$ cat src/rtl/aes_pkg.sv
// Shared AES datapath definitions: word sizes, SubBytes FSM encoding and byte indexing.
package aes_pkg;

    localparam int unsigned AES_BYTES      = 16;
    localparam int unsigned AES_WORD_BYTES = 4;

    typedef enum logic [1:0] {
        StIdle = 2'd0,
        StRun  = 2'd1,
        StDone = 2'd2
    } aes_state_e;

    // Bit offset of byte idx in an nbytes-wide word, byte 0 being the most significant.
    function automatic int unsigned byte_lsb(int unsigned nbytes, int unsigned idx);
        return 8 * (nbytes - 1 - idx);
    endfunction

endpackage

$ cat src/rtl/aes_subbytes_seq_if.sv
// Input and output valid/ready channels of the sequential SubBytes engine.
interface aes_subbytes_seq_if #(
    parameter int unsigned NBYTES = 16
);
    logic [8*NBYTES-1:0] in_data;
    logic                in_valid;
    logic                in_ready;
    logic [8*NBYTES-1:0] out_data;
    logic                out_valid;
    logic                out_ready;

    modport master (
        output in_data, in_valid, out_ready,
        input  in_ready, out_data, out_valid
    );

    modport slave (
        input  in_data, in_valid, out_ready,
        output in_ready, out_data, out_valid
    );
endinterface

$ cat src/rtl/aes_sbox_bram.sv
// AES forward S-box as a ROM with a registered output (one cycle read latency).
module aes_sbox_bram (
    input  logic       clk,
    input  logic       rst_n,
    input  logic [7:0] addr,
    output logic [7:0] dout
);

    localparam logic [2047:0] SBOX = {
        128'h637c777bf26b6fc53001672bfed7ab76, 128'hca82c97dfa5947f0add4a2af9ca472c0,
        128'hb7fd9326363ff7cc34a5e5f171d83115, 128'h04c723c31896059a071280e2eb27b275,
        128'h09832c1a1b6e5aa0523bd6b329e32f84, 128'h53d100ed20fcb15b6acbbe394a4c58cf,
        128'hd0efaafb434d338545f9027f503c9fa8, 128'h51a3408f929d38f5bcb6da2110fff3d2,
        128'hcd0c13ec5f974417c4a77e3d645d1973, 128'h60814fdc222a908846eeb814de5e0bdb,
        128'he0323a0a4906245cc2d3ac629195e479, 128'he7c8376d8dd54ea96c56f4ea657aae08,
        128'hba78252e1ca6b4c6e8dd741f4bbd8b8a, 128'h703eb5664803f60e613557b986c11d9e,
        128'he1f8981169d98e949b1e87e9ce5528df, 128'h8ca1890dbfe6426841992d0fb054bb16
    };

    logic [7:0] dout_q, dout_d;

    // Entry 0 sits in the top byte, so ~addr selects it counting from the bottom.
    always_comb begin
        dout_d = SBOX[{~addr, 3'b000} +: 8];
    end

    always_ff @(posedge clk or negedge rst_n) begin
        if (!rst_n) begin
            dout_q <= 8'h00;
        end else begin
            dout_q <= dout_d;
        end
    end

    assign dout = dout_q;

endmodule

$ cat src/rtl/aes_subbytes_seq.sv
// Sequential SubBytes: streams a state word byte by byte through one registered S-box.
module aes_subbytes_seq
    import aes_pkg::*;
#(
    parameter int unsigned NBYTES = AES_BYTES
) (
    input  logic                clk,
    input  logic                rst,
    aes_subbytes_seq_if.slave   bus,
    output logic                busy
);

    localparam int unsigned     CNT_W   = $clog2(NBYTES + 1);
    localparam int unsigned     DW      = 8 * NBYTES;
    localparam int unsigned     IDX_W   = $clog2(DW);
    localparam logic [CNT_W-1:0] CntLast = CNT_W'(NBYTES);

    aes_state_e       state_q, state_d;
    logic [CNT_W-1:0] cnt_q, cnt_d;
    logic [DW-1:0]    in_buf_q, in_buf_d;
    logic [DW-1:0]    out_data_q, out_data_d;
    logic             out_valid_q, out_valid_d;
    logic [7:0]       sbox_addr, sbox_dout;
    logic [IDX_W-1:0] rd_lsb, wr_lsb;
    logic             rst_n;

    // Read runs one byte ahead of write because of the S-box register; indices are
    // clamped where the corresponding access is unused.
    always_comb begin
        rd_lsb = IDX_W'(byte_lsb(NBYTES, (cnt_q < CntLast) ? 32'(cnt_q) : 32'd0));
        wr_lsb = IDX_W'(byte_lsb(NBYTES, (cnt_q != '0) ? 32'(cnt_q) - 32'd1 : 32'd0));
    end

    assign sbox_addr = in_buf_q[rd_lsb +: 8];
    assign rst_n     = ~rst;

    aes_sbox_bram u_sbox (
        .clk   (clk),
        .rst_n (rst_n),
        .addr  (sbox_addr),
        .dout  (sbox_dout)
    );

    always_comb begin
        state_d     = state_q;
        cnt_d       = cnt_q;
        in_buf_d    = in_buf_q;
        out_data_d  = out_data_q;
        out_valid_d = out_valid_q;
        case (state_q)
            StIdle: begin
                if (bus.in_valid) begin
                    in_buf_d = bus.in_data;
                    cnt_d    = '0;
                    state_d  = StRun;
                end
            end
            StRun: begin
                if (cnt_q != '0) begin
                    out_data_d[wr_lsb +: 8] = sbox_dout;
                end
                if (cnt_q == CntLast) begin
                    state_d     = StDone;
                    out_valid_d = 1'b1;
                end else begin
                    cnt_d = cnt_q + 1'b1;
                end
            end
            StDone: begin
                if (bus.out_ready) begin
                    out_valid_d = 1'b0;
                    state_d     = StIdle;
                end
            end
            default: begin
                out_valid_d = 1'b0;
                state_d     = StIdle;
            end
        endcase
    end

    always_ff @(posedge clk or posedge rst) begin
        if (rst) begin
            state_q     <= StIdle;
            cnt_q       <= '0;
            in_buf_q    <= '0;
            out_data_q  <= '0;
            out_valid_q <= 1'b0;
        end else begin
            state_q     <= state_d;
            cnt_q       <= cnt_d;
            in_buf_q    <= in_buf_d;
            out_data_q  <= out_data_d;
            out_valid_q <= out_valid_d;
        end
    end

    assign bus.in_ready  = (state_q == StIdle) && !rst;
    assign bus.out_data  = out_data_q;
    assign bus.out_valid = out_valid_q;
    assign busy          = (state_q == StRun) || (state_q == StDone);

endmodule
$ cat src/flat_wrapper.sv
// flat-port wrapper written by rule: the top's interface ports become plain ports
module aes_subbytes_seq_flat import aes_pkg::*;
#(
    parameter int unsigned NBYTES = AES_BYTES
)
  (clk, rst, busy, bus_in_data, bus_in_valid, bus_out_ready, bus_in_ready, bus_out_data, bus_out_valid);
  aes_subbytes_seq_if #(.NBYTES(NBYTES)) bus_i ();
  input  logic clk;
  input  logic rst;
  output logic busy;
  input wire logic [$bits(bus_i.in_data)-1:0] bus_in_data;
  input wire logic [$bits(bus_i.in_valid)-1:0] bus_in_valid;
  input wire logic [$bits(bus_i.out_ready)-1:0] bus_out_ready;
  output wire logic [$bits(bus_i.in_ready)-1:0] bus_in_ready;
  output wire logic [$bits(bus_i.out_data)-1:0] bus_out_data;
  output wire logic [$bits(bus_i.out_valid)-1:0] bus_out_valid;
  assign bus_i.in_data = bus_in_data;
  assign bus_i.in_valid = bus_in_valid;
  assign bus_i.out_ready = bus_out_ready;
  assign bus_in_ready = bus_i.in_ready;
  assign bus_out_data = bus_i.out_data;
  assign bus_out_valid = bus_i.out_valid;
  aes_subbytes_seq #(.NBYTES(NBYTES)) u_core (.clk(clk), .rst(rst), .bus(bus_i), .busy(busy));
endmodule
$ cat config.mk
export PLATFORM = sky130hd
export DESIGN_NAME = aes_subbytes_seq_flat
export DESIGN_NICKNAME = d
export VERILOG_FILES = /design/src/rtl/aes_pkg.sv /design/src/rtl/aes_subbytes_seq_if.sv /design/src/rtl/aes_sbox_bram.sv /design/src/rtl/aes_subbytes_seq.sv /design/src/flat_wrapper.sv
export SDC_FILE = /design/constraint.sdc
export NUM_CORES = 1
export LEC_CHECK = 0
export CAP_MARGIN = 15
export CORE_ASPECT_RATIO = 1.1
export CORE_MARGIN = 5
export CORE_UTILIZATION = 59
export CTS_BUF_LIST = sky130_fd_sc_hd__clkbuf_8
export DETAILED_ROUTE_END_ITERATION = 12
export GPL_TIMING_DRIVEN = 1
export HOLD_SLACK_MARGIN = 0.1
export PLACE_DENSITY = 0.88
export SLEW_MARGIN = 20
export SYNTH_ARGS = -nofsm -noshare
export SYNTH_HDL_FRONTEND = slang
export SYNTH_SLANG_ARGS = --single-unit
$ cat constraint.sdc
create_clock -name clk -period 22 [get_ports clk]
set_clock_uncertainty 0.15 [all_clocks]
set_input_delay 4.4 -clock clk [delete_from_list [all_inputs] [get_ports clk]]
set_output_delay 4.4 -clock clk [all_outputs]
set_load 0.05 [all_outputs]
==> flow_summary.ini, run 1 <==
[outcome]
outcome = finished clean

[floorplan]
fp.dieW_um = 162
rows = 61
ios = 263
coreArea_sq_um = 25200
dieHeight_um = 177
die_area_sq_um = 28700
initial_utilization_pct = 59.6

[clocking]
postCtsHoldBufs = 0
path_clk_slew_ps = 60
root_buffer = clkbuf_8
h-tree-depth = 2
cts_made_buffers = 44
cts.path.max_buffers = 3
cts_tree = yes
cts_resized = 0
cts_setup_buffers = 0
cts.sinks = 272
insertion_delay_ps = 580

[yosys]
synth_cell_types = 80
synth_area_per_cell_sq_um = 10.3
yosys.area_share.adder_pct = 1.92
synth_compound_area_share_pct = 17.1
synth_edf_count = 0
synth-seq-area-share_pct = 45.4
synth-xor-area-share_pct = 0.642
synth-simple-area-share_pct = 12.0
synth-seq-cells = 272
synth_top_family_by_area = multiplexers
muxShareOfSynthArea_pct = 18.5
yosys_most_used_dff = dfrtp_1
syn_nets = 1618
syn_area_sq_um = 15000
async_reset_ff_share_pct = 100
yosysWarnings = 0
syn_inst = 1463

[place]
gp_congestion = 1.06
post_dp_cell_area_sq_um = 17600
dp.cells = 1935
io_buffers = 262
dp_slack_ps = 11560
place_hpwl_um = 35900

[layout]
diodes = 0
area_delta_synth_final_pct = 23.7
nFillCells = 1643
instances_no_fill = 2012
final_nets = 1821
drive_gt1_share_pct = 19.0
final_area_sq_um = 18600

[grt]
grt_pass1_vias = 13400
grt_first_pass_wirelength_um = 79900
grt_max_degree = 128
track_usage_pct = 35.7
antenna_found_initial = 0
gr-total-overflow = 0

[routing]
num_vias = 13600
drt_iter0_markers = 1581
post_drt_wl_per_cell_um = 25.9
drc = 0
drtPass1Iterations = 9
detail-route-antenna-nets = 0
wl_um = 52100
vias_per_cell = 6.74

[timing]
tightest_slew_ps = 1120
setup_viol = 0
period_needed_ps = 10460
tns_ps = 0
rsz0062_at_grt = no
relSlewSlack_pct = 25.4
hold_viol_final = 0
clock.fmax_mhz = 95.6
setup_slack_ps = 11540
maxSlewViolCount = 0
fin_crit_sh_pct = 47.6

[setup_path]
worstSetupStartpointType = input port
cp-end-kind = output pin
path_class = input port to output pin
crit_required_ps = 17450
crit_arrival_ps = 5910
crit_fanout = 2

[worst_hold_path]
hold_class = flop to flop

[flow_run]
maxCapViolations = 0
## logic make-up (layout without fill, tap and decap cells)
kind of cell | after synthesis | after routing
buf+inv | 150 | 384
simple gates | 389 | 389
mux | 237 | 237
compound gates | 381 | 381
xor+xnor | 11 | 11
fa+ha+maj | 23 | 23
flops | 272 | 272
## layout make-up
type	count	area (sq um)	area share, %
Multi-Input combinational cell	1041	7560	40.7
Sequential cell	272	6810	36.7
Timing Repair Buffer	284	2790	15.0
Clock buffer	54	743	4.01
Tap cell	315	394	2.12
Clock inverter	23	173	0.931
Inverter	23	93.8	0.506
## path summary, 6_finish.rpt
check / cells past startpoint / to / slack [ps] / startpoint
worst max-delay path: 3 / bus_in_ready / 11540 / rst
worst max register to register: 12 / u_core.u_sbox.dout[4] / 15690 / u_core.cnt_q[4]
min in group asynchronous: 2 / u_core.in_buf_q[66] / 4310 / rst
max in group asynchronous: 3 / u_core.bus.out_data[83] / 15890 / rst
worst min register to register: 2 / u_core.bus.out_data[13] / 330 / u_core.bus.out_data[13]
worst min-delay path: 2 / u_core.bus.out_data[13] / 330 / u_core.bus.out_data[13]
## flip-flops by register name, summed over array words and instances (netlist names)
register	count
u_core.bus.out_data	128
u_core.cnt_q	5
u_core.state_q	2
u_core.in_buf_q	128
u_core.u_sbox.dout	8
u_core.bus.out_valid	1
## cell usage in the layout (no fill, tap or decap), drive strengths merged, types with 6 or more instances in the layout
master,instances
xnor2,8
o221ai,8
o311ai,18
mux2i,30
a32oi,7
nand2b,10
nor2b,8
and3,7
inv,37
a22oi,10
a21oi,51
o22ai,7
nor3b,12
a311oi,12
o32ai,6
nand3,18
nor2,92
o211ai,19
ha,23
or2,11
mux4,13
mux2,194
a31oi,15
clkdlybuf4s50,262
a211oi,21
dfrtp,272
o311a,6
o21ai,131
nor3,31
a221oi,11
nand2,165
clkbuf,54
clkinv,6
buf,22
and2,9
a2111oi,7
## per-layer routing
metal | wire length, um | part of all wire (%) | vias up | GRT usage (%)
met5 | 0 | 0 | - | 0
met4 | 2940 | 5.6 | 0 | 18.0
met3 | 5350 | 10 | 209 | 8.18
met2 | 24400 | 47 | 954 | 57.7
met1 | 19400 | 37 | 6610 | 45.5
li1 | - | - | 5780 | -
## Yosys cell counts (13+ instances only)
| cell | n | share of area, % |
|---|---|---|
| a211oi_1 | 20 | 1.0 |
| a21oi_1 | 50 | 1.7 |
| a31oi_1 | 15 | 0.63 |
| buf_1 | 17 | 0.43 |
| buf_2 | 49 | 1.6 |
| clkbuf_1 | 52 | 1.3 |
| dfrtp_1 | 272 | 45 |
| ha_1 | 23 | 1.9 |
| inv_1 | 20 | 0.50 |
| mux2_2 | 194 | 15 |
| mux2i_1 | 30 | 2.0 |
| mux4_2 | 13 | 2.0 |
| nand2_1 | 165 | 4.1 |
| nand3_1 | 18 | 0.60 |
| nor2_1 | 90 | 2.3 |
| nor3_1 | 29 | 0.97 |
| o211ai_1 | 19 | 0.95 |
| o21ai_0 | 127 | 4.2 |
| o311ai_0 | 17 | 0.99 |
## worst max-delay path, cell delays in order
cell,delay (ps)
clkdlybuf4s50_1,530
nor2_1,150
clkdlybuf4s50_1,830
## metrics by stage
step,util [%],hold slack (ps)
floorplan,-,321
global placement,70.0,313
detailed placement,70.0,320
CTS,73.7,334
global route,73.7,361
finish,73.7,327
Power of run 1 is left out: the tool's default activity adds up to more than one toggle a clock period on the data nets, which glitch-free logic cannot reach.
==> inputs of run 2 (changes only) <==
- CORE_UTILIZATION: 59 -> 55
- PLACE_DENSITY: 0.88 -> 0.83
- clock period: 22 -> 10.81 ns (I/O delays scaled with it)
==> flow_summary.ini, run 2 (same netlist as run 1, synthesis figures left out) <==
[routing]
drt_iter0_markers = 1891
wl_um = 51500
detail-route-antenna-nets = 0
vias_per_cell = 6.53
drc = 0
drtPass1Iterations = 6
num_vias = 13400
post_drt_wl_per_cell_um = 25.1

[flow_run]
maxCapViolations = 0

[setup_path]
crit_required_ps = 8500
path_class = input port to output pin
cp_slowest_stage_delay_ps = 810
crit_arrival_ps = 3620
cp-end-kind = output pin
crit_buf_inv = 2
crit_fanout = 2
crit_chain = clkdlybuf4s50_1 -> nor2_1 -> clkdlybuf4s50_1
cpMostUsedCell = clkdlybuf4s50_1
crit_slowest_cell = clkdlybuf4s50_1
critPathTopFamily = buffers and inverters
worstSetupStartpointType = input port

[timing]
fin_crit_sh_pct = 54.9
setup_viol = 0
tns_ps = 0
rsz0062_at_grt = no
relSlewSlack_pct = 34.7
clock.fmax_mhz = 169
maxSlewViolCount = 0
tightest_slew_ps = 972
hold_viol_final = 0
hold_ws_ps = 326
period_needed_ps = 5930

[floorplan]
fp.dieW_um = 167
ios = 263
coreArea_sq_um = 27000
initial_utilization_pct = 55.7
die_area_sq_um = 30700
dieHeight_um = 183
rows = 63

[grt]
track_usage_pct = 32.3
antenna_found_initial = 2
gr-total-overflow = 0
grt_max_degree = 147
grt_pass1_vias = 13200
grt_first_pass_wirelength_um = 78500

[layout]
instances_no_fill = 2054
final_cell_mix = dfrtp_1 (271), clkdlybuf4s50_1 (262), mux2_2 (194)
final_nets = 1819
register_area_sq_um = 6810
layout_commonest_cell = dfrtp_1
drive_gt1_share_pct = 19.2
multi_input_area_sq_um = 7550
diodes = 0
nFillCells = 2026
area_delta_synth_final_pct = 24.1

[worst_hold_path]
hold_class = flop to flop

[clocking]
cts_setup_buffers = 0
cts_made_buffers = 43
cts.sinks = 272
h-tree-depth = 2
path_clk_slew_ps = 60
cts_tree = yes
cts.path.max_buffers = 3
postCtsHoldBufs = 0
cts_resized = 0
root_buffer = clkbuf_8
insertion_delay_ps = 570

[place]
io_buffers = 262
dp.cells = 1976
gp_congestion = 1.07
place_hpwl_um = 36400

[outcome]
outcome = finished clean
## run 2: cell count changes in the layout (fill, tap and decap cells not counted), sizes merged
cell      delta
buf          -1
inv          -1
clkinvlp     +2
## run 2: layer usage
metal | global-route usage, % | share of wire, % | wire length (um) | up-vias
met4 | 13.7 | 4.8 | 2490 | 4
met3 | 7.26 | 9.9 | 5110 | 210
met1 | 41.4 | 38 | 19600 | 6469
met2 | 53.5 | 47 | 24300 | 946
li1 | - | - | - | 5789
met5 | 0 | 0.052 | 27 | -
## run 2: per-stage QoR
stage,utilization [%],instance area (sq um),setup slack (ps)
CTS,69.1,18600,4860
floorplan,-,15000,1000
detailed placement,65.6,17700,4870
finish,69.1,18600,4880
global placement,65.6,17700,4840
global route,69.1,18600,4830
## run 2: path summary, 6_finish.rpt
kind                                           from                       end  cells after the start  slack, ps
max                                             rst              bus_in_ready                      3       4880
min                        u_core.bus.out_data[104]  u_core.bus.out_data[104]                      2        330
max reg2reg                         u_core.cnt_q[4]     u_core.u_sbox.dout[3]                     12       5260
min reg2reg                u_core.bus.out_data[104]  u_core.bus.out_data[104]                      2        330
max in group asynchronous                       rst  u_core.bus.out_data[117]                      3       7100
min in group asynchronous                       rst       u_core.in_buf_q[72]                      2       2070
## run 2: worst register-to-register path, stage by stage (launching register included)
cell and delay [ps]:
dfrtp_1 770, buf_4 390, nor2b_1 80, mux4_2 460
o2111ai_1 180, and2_1 710, ha_1 610, nor3_1 890
nor2_1 260, o31a_1 190, a311oi_1 380, a311oi_1 100
nor4_1 300
## run 2: layout make-up
cell class / count / share of cell area (%)
Clock buffer: 54 / 3.99
Clock inverter: 24 / 0.968
Inverter: 23 / 0.504
Multi-Input combinational cell: 1041 / 40.6
Sequential cell: 272 / 36.6
Tap cell: 357 / 2.40
Timing Repair Buffer: 283 / 15.0
Power of run 2 is left out for the same reason.
==> inputs of run 3 (changes only) <==
- clock period: 10.81 -> 5.65 ns (I/O delays scaled with it)
==> flow_summary.ini, run 3 (same netlist as run 1, synthesis figures left out) <==
[outcome]
outcome = finished clean

[layout]
area_delta_synth_final_pct = 25.8
final_area_sq_um = 18900
register_area_sq_um = 6810
final_nets = 1856
drive_gt1_share_pct = 20.6
multi_input_area_sq_um = 7560
layout_commonest_cell = dfrtp_1
nFillCells = 1915
final_cell_mix = dfrtp_1 (271), clkdlybuf4s50_1 (262), mux2_2 (194)
diodes = 0

[setup_path]
crit_slowest_cell = a2111oi_0
cp_num_cells = 12
cpMostUsedCell = o311a_1
worstSetupStartpointType = flop
crit_chain = buf_4 -> or3_1 -> a22oi_1 -> a32oi_1 -> and2_1 -> ha_1 -> inv_1 -> nor3_4 -> nor3_1 -> o311a_1 -> a2111oi_0 -> o311a_1
path_class = flop to flop
crit_fanout = 24
cp-end-kind = flop
crit_required_ps = 6020
cp_slowest_stage_delay_ps = 850
critPathTopFamily = compound AO/OA/AOI/OAI gates
crit_buf_inv = 2
rrSetupSlack_ps = 220
rr_endpoint = u_core.u_sbox.dout[4]
reg2reg_from = u_core.cnt_q[4]
crit_arrival_ps = 5800
rr_worst_depth = 12

[floorplan]
die_area_sq_um = 30700
dieHeight_um = 183
initial_utilization_pct = 55.7
ios = 263
rows = 63
coreArea_sq_um = 27000
fp.dieW_um = 167

[routing]
wl_um = 57400
drtPass1Iterations = 6
drt_iter0_markers = 2062
post_drt_wl_per_cell_um = 27.5
vias_per_cell = 6.75
drc = 0
detail-route-antenna-nets = 0
num_vias = 14100

[clocking]
cts_tree = yes
cts.sinks = 272
postCtsHoldBufs = 0
h-tree-depth = 2
cts.path.max_buffers = 3
insertion_delay_ps = 590
path_clk_slew_ps = 70
root_buffer = clkbuf_8
cts_made_buffers = 41

[grt]
track_usage_pct = 36.6
grt_max_degree = 158
grt_first_pass_wirelength_um = 86900
gr-total-overflow = 0
grt_pass1_vias = 14200
antenna_found_initial = 1

[timing]
rsz0062_at_grt = no
tightest_slew_ps = 998
maxSlewViolCount = 0
setup_viol = 0
hold_viol_final = 0
relSlewSlack_pct = 31.7
clock.fmax_mhz = 184
period_needed_ps = 5430
fin_crit_sh_pct = 96.1
tns_ps = 0

[flow_run]
maxCapViolations = 0

[worst_hold_path]
hp-start = u_core.bus.out_data[110]
holdPathEnd = u_core.bus.out_data[110]
hold_class = flop to flop
hold_path_depth = 2

[place]
place_hpwl_um = 40600
io_buffers = 262
gp_congestion = 1.14
post_dp_cell_area_sq_um = 18000
## run 3: changes by cell type in the layout (fill, tap and decap cells not counted), sizes merged
cell / delta
buf: +39
inv: -1
bufinv: +2
clkinv: -1
clkinvlp: -2
clkbuf: -7
## run 3: area by class of cell
cell class	instances	share of cell area (%)
Clock buffer	47	3.43
Clock inverter	22	1.09
Inverter	23	0.477
Multi-Input combinational cell	1041	40.1
Sequential cell	272	36.1
Tap cell	357	2.37
Timing Repair Buffer	322	16.5
## run 3: worst max-delay path by stage
| stage | end | startpoint | slack, ps |
|---|---|---|---|
| floorplan | u_core.bus.out_data[0] | rst | 770 |
| global placement | u_core.u_sbox.dout[4] | u_core.cnt_q[0] | 520 |
| detailed placement | u_core.u_sbox.dout[4] | u_core.cnt_q[0] | 540 |
| CTS | u_core.u_sbox.dout[4] | u_core.cnt_q[4] | 510 |
| global route | u_core.u_sbox.dout[4] | u_core.cnt_q[4] | 160 |
| finish | u_core.u_sbox.dout[4] | u_core.cnt_q[4] | 220 |
## run 3: timing repair
| action | in CTS | in global routing |
|---|---|---|
| gates resized for setup | 0 | 2 |
| setup endpoints to repair | 0 | 1 |
| buffers inserted | 0 | 0 |
## run 3: worst reg2reg max path, delay by kind of cell, from the launching register on
family                   cells  cell delay (ps)
AO/OA/AOI/OAI                5             1730
adder cells (fa/ha/maj)      1              700
buffers and inverters        2              680
flip-flops                   1              770
AND/OR/NAND/NOR              4             1330
## run 3: through the flow
| stage | util (%) | hold WS (ps) | std cells | worst slack (ps) |
|---|---|---|---|---|
| after CTS | 70.0 | 342 | 2084 | 506 |
| after detailed placement | 66.8 | 320 | 2015 | 538 |
| after global routing | 70.0 | 369 | 2084 | 158 |
| after floorplan | - | 321 | 1463 | 775 |
| after global placement | 66.8 | 313 | 2015 | 518 |
| final | 70.0 | 338 | 2084 | 220 |
## run 3: layer usage
metal	GRT usage, %	up-vias	part of all wire, %
li1	-	5843	-
met1	45.6	6814	36
met2	60.0	1136	47
met5	0	-	0.035
met3	9.48	266	11
met4	17.3	2	6.0
Power of run 3 is left out for the same reason.
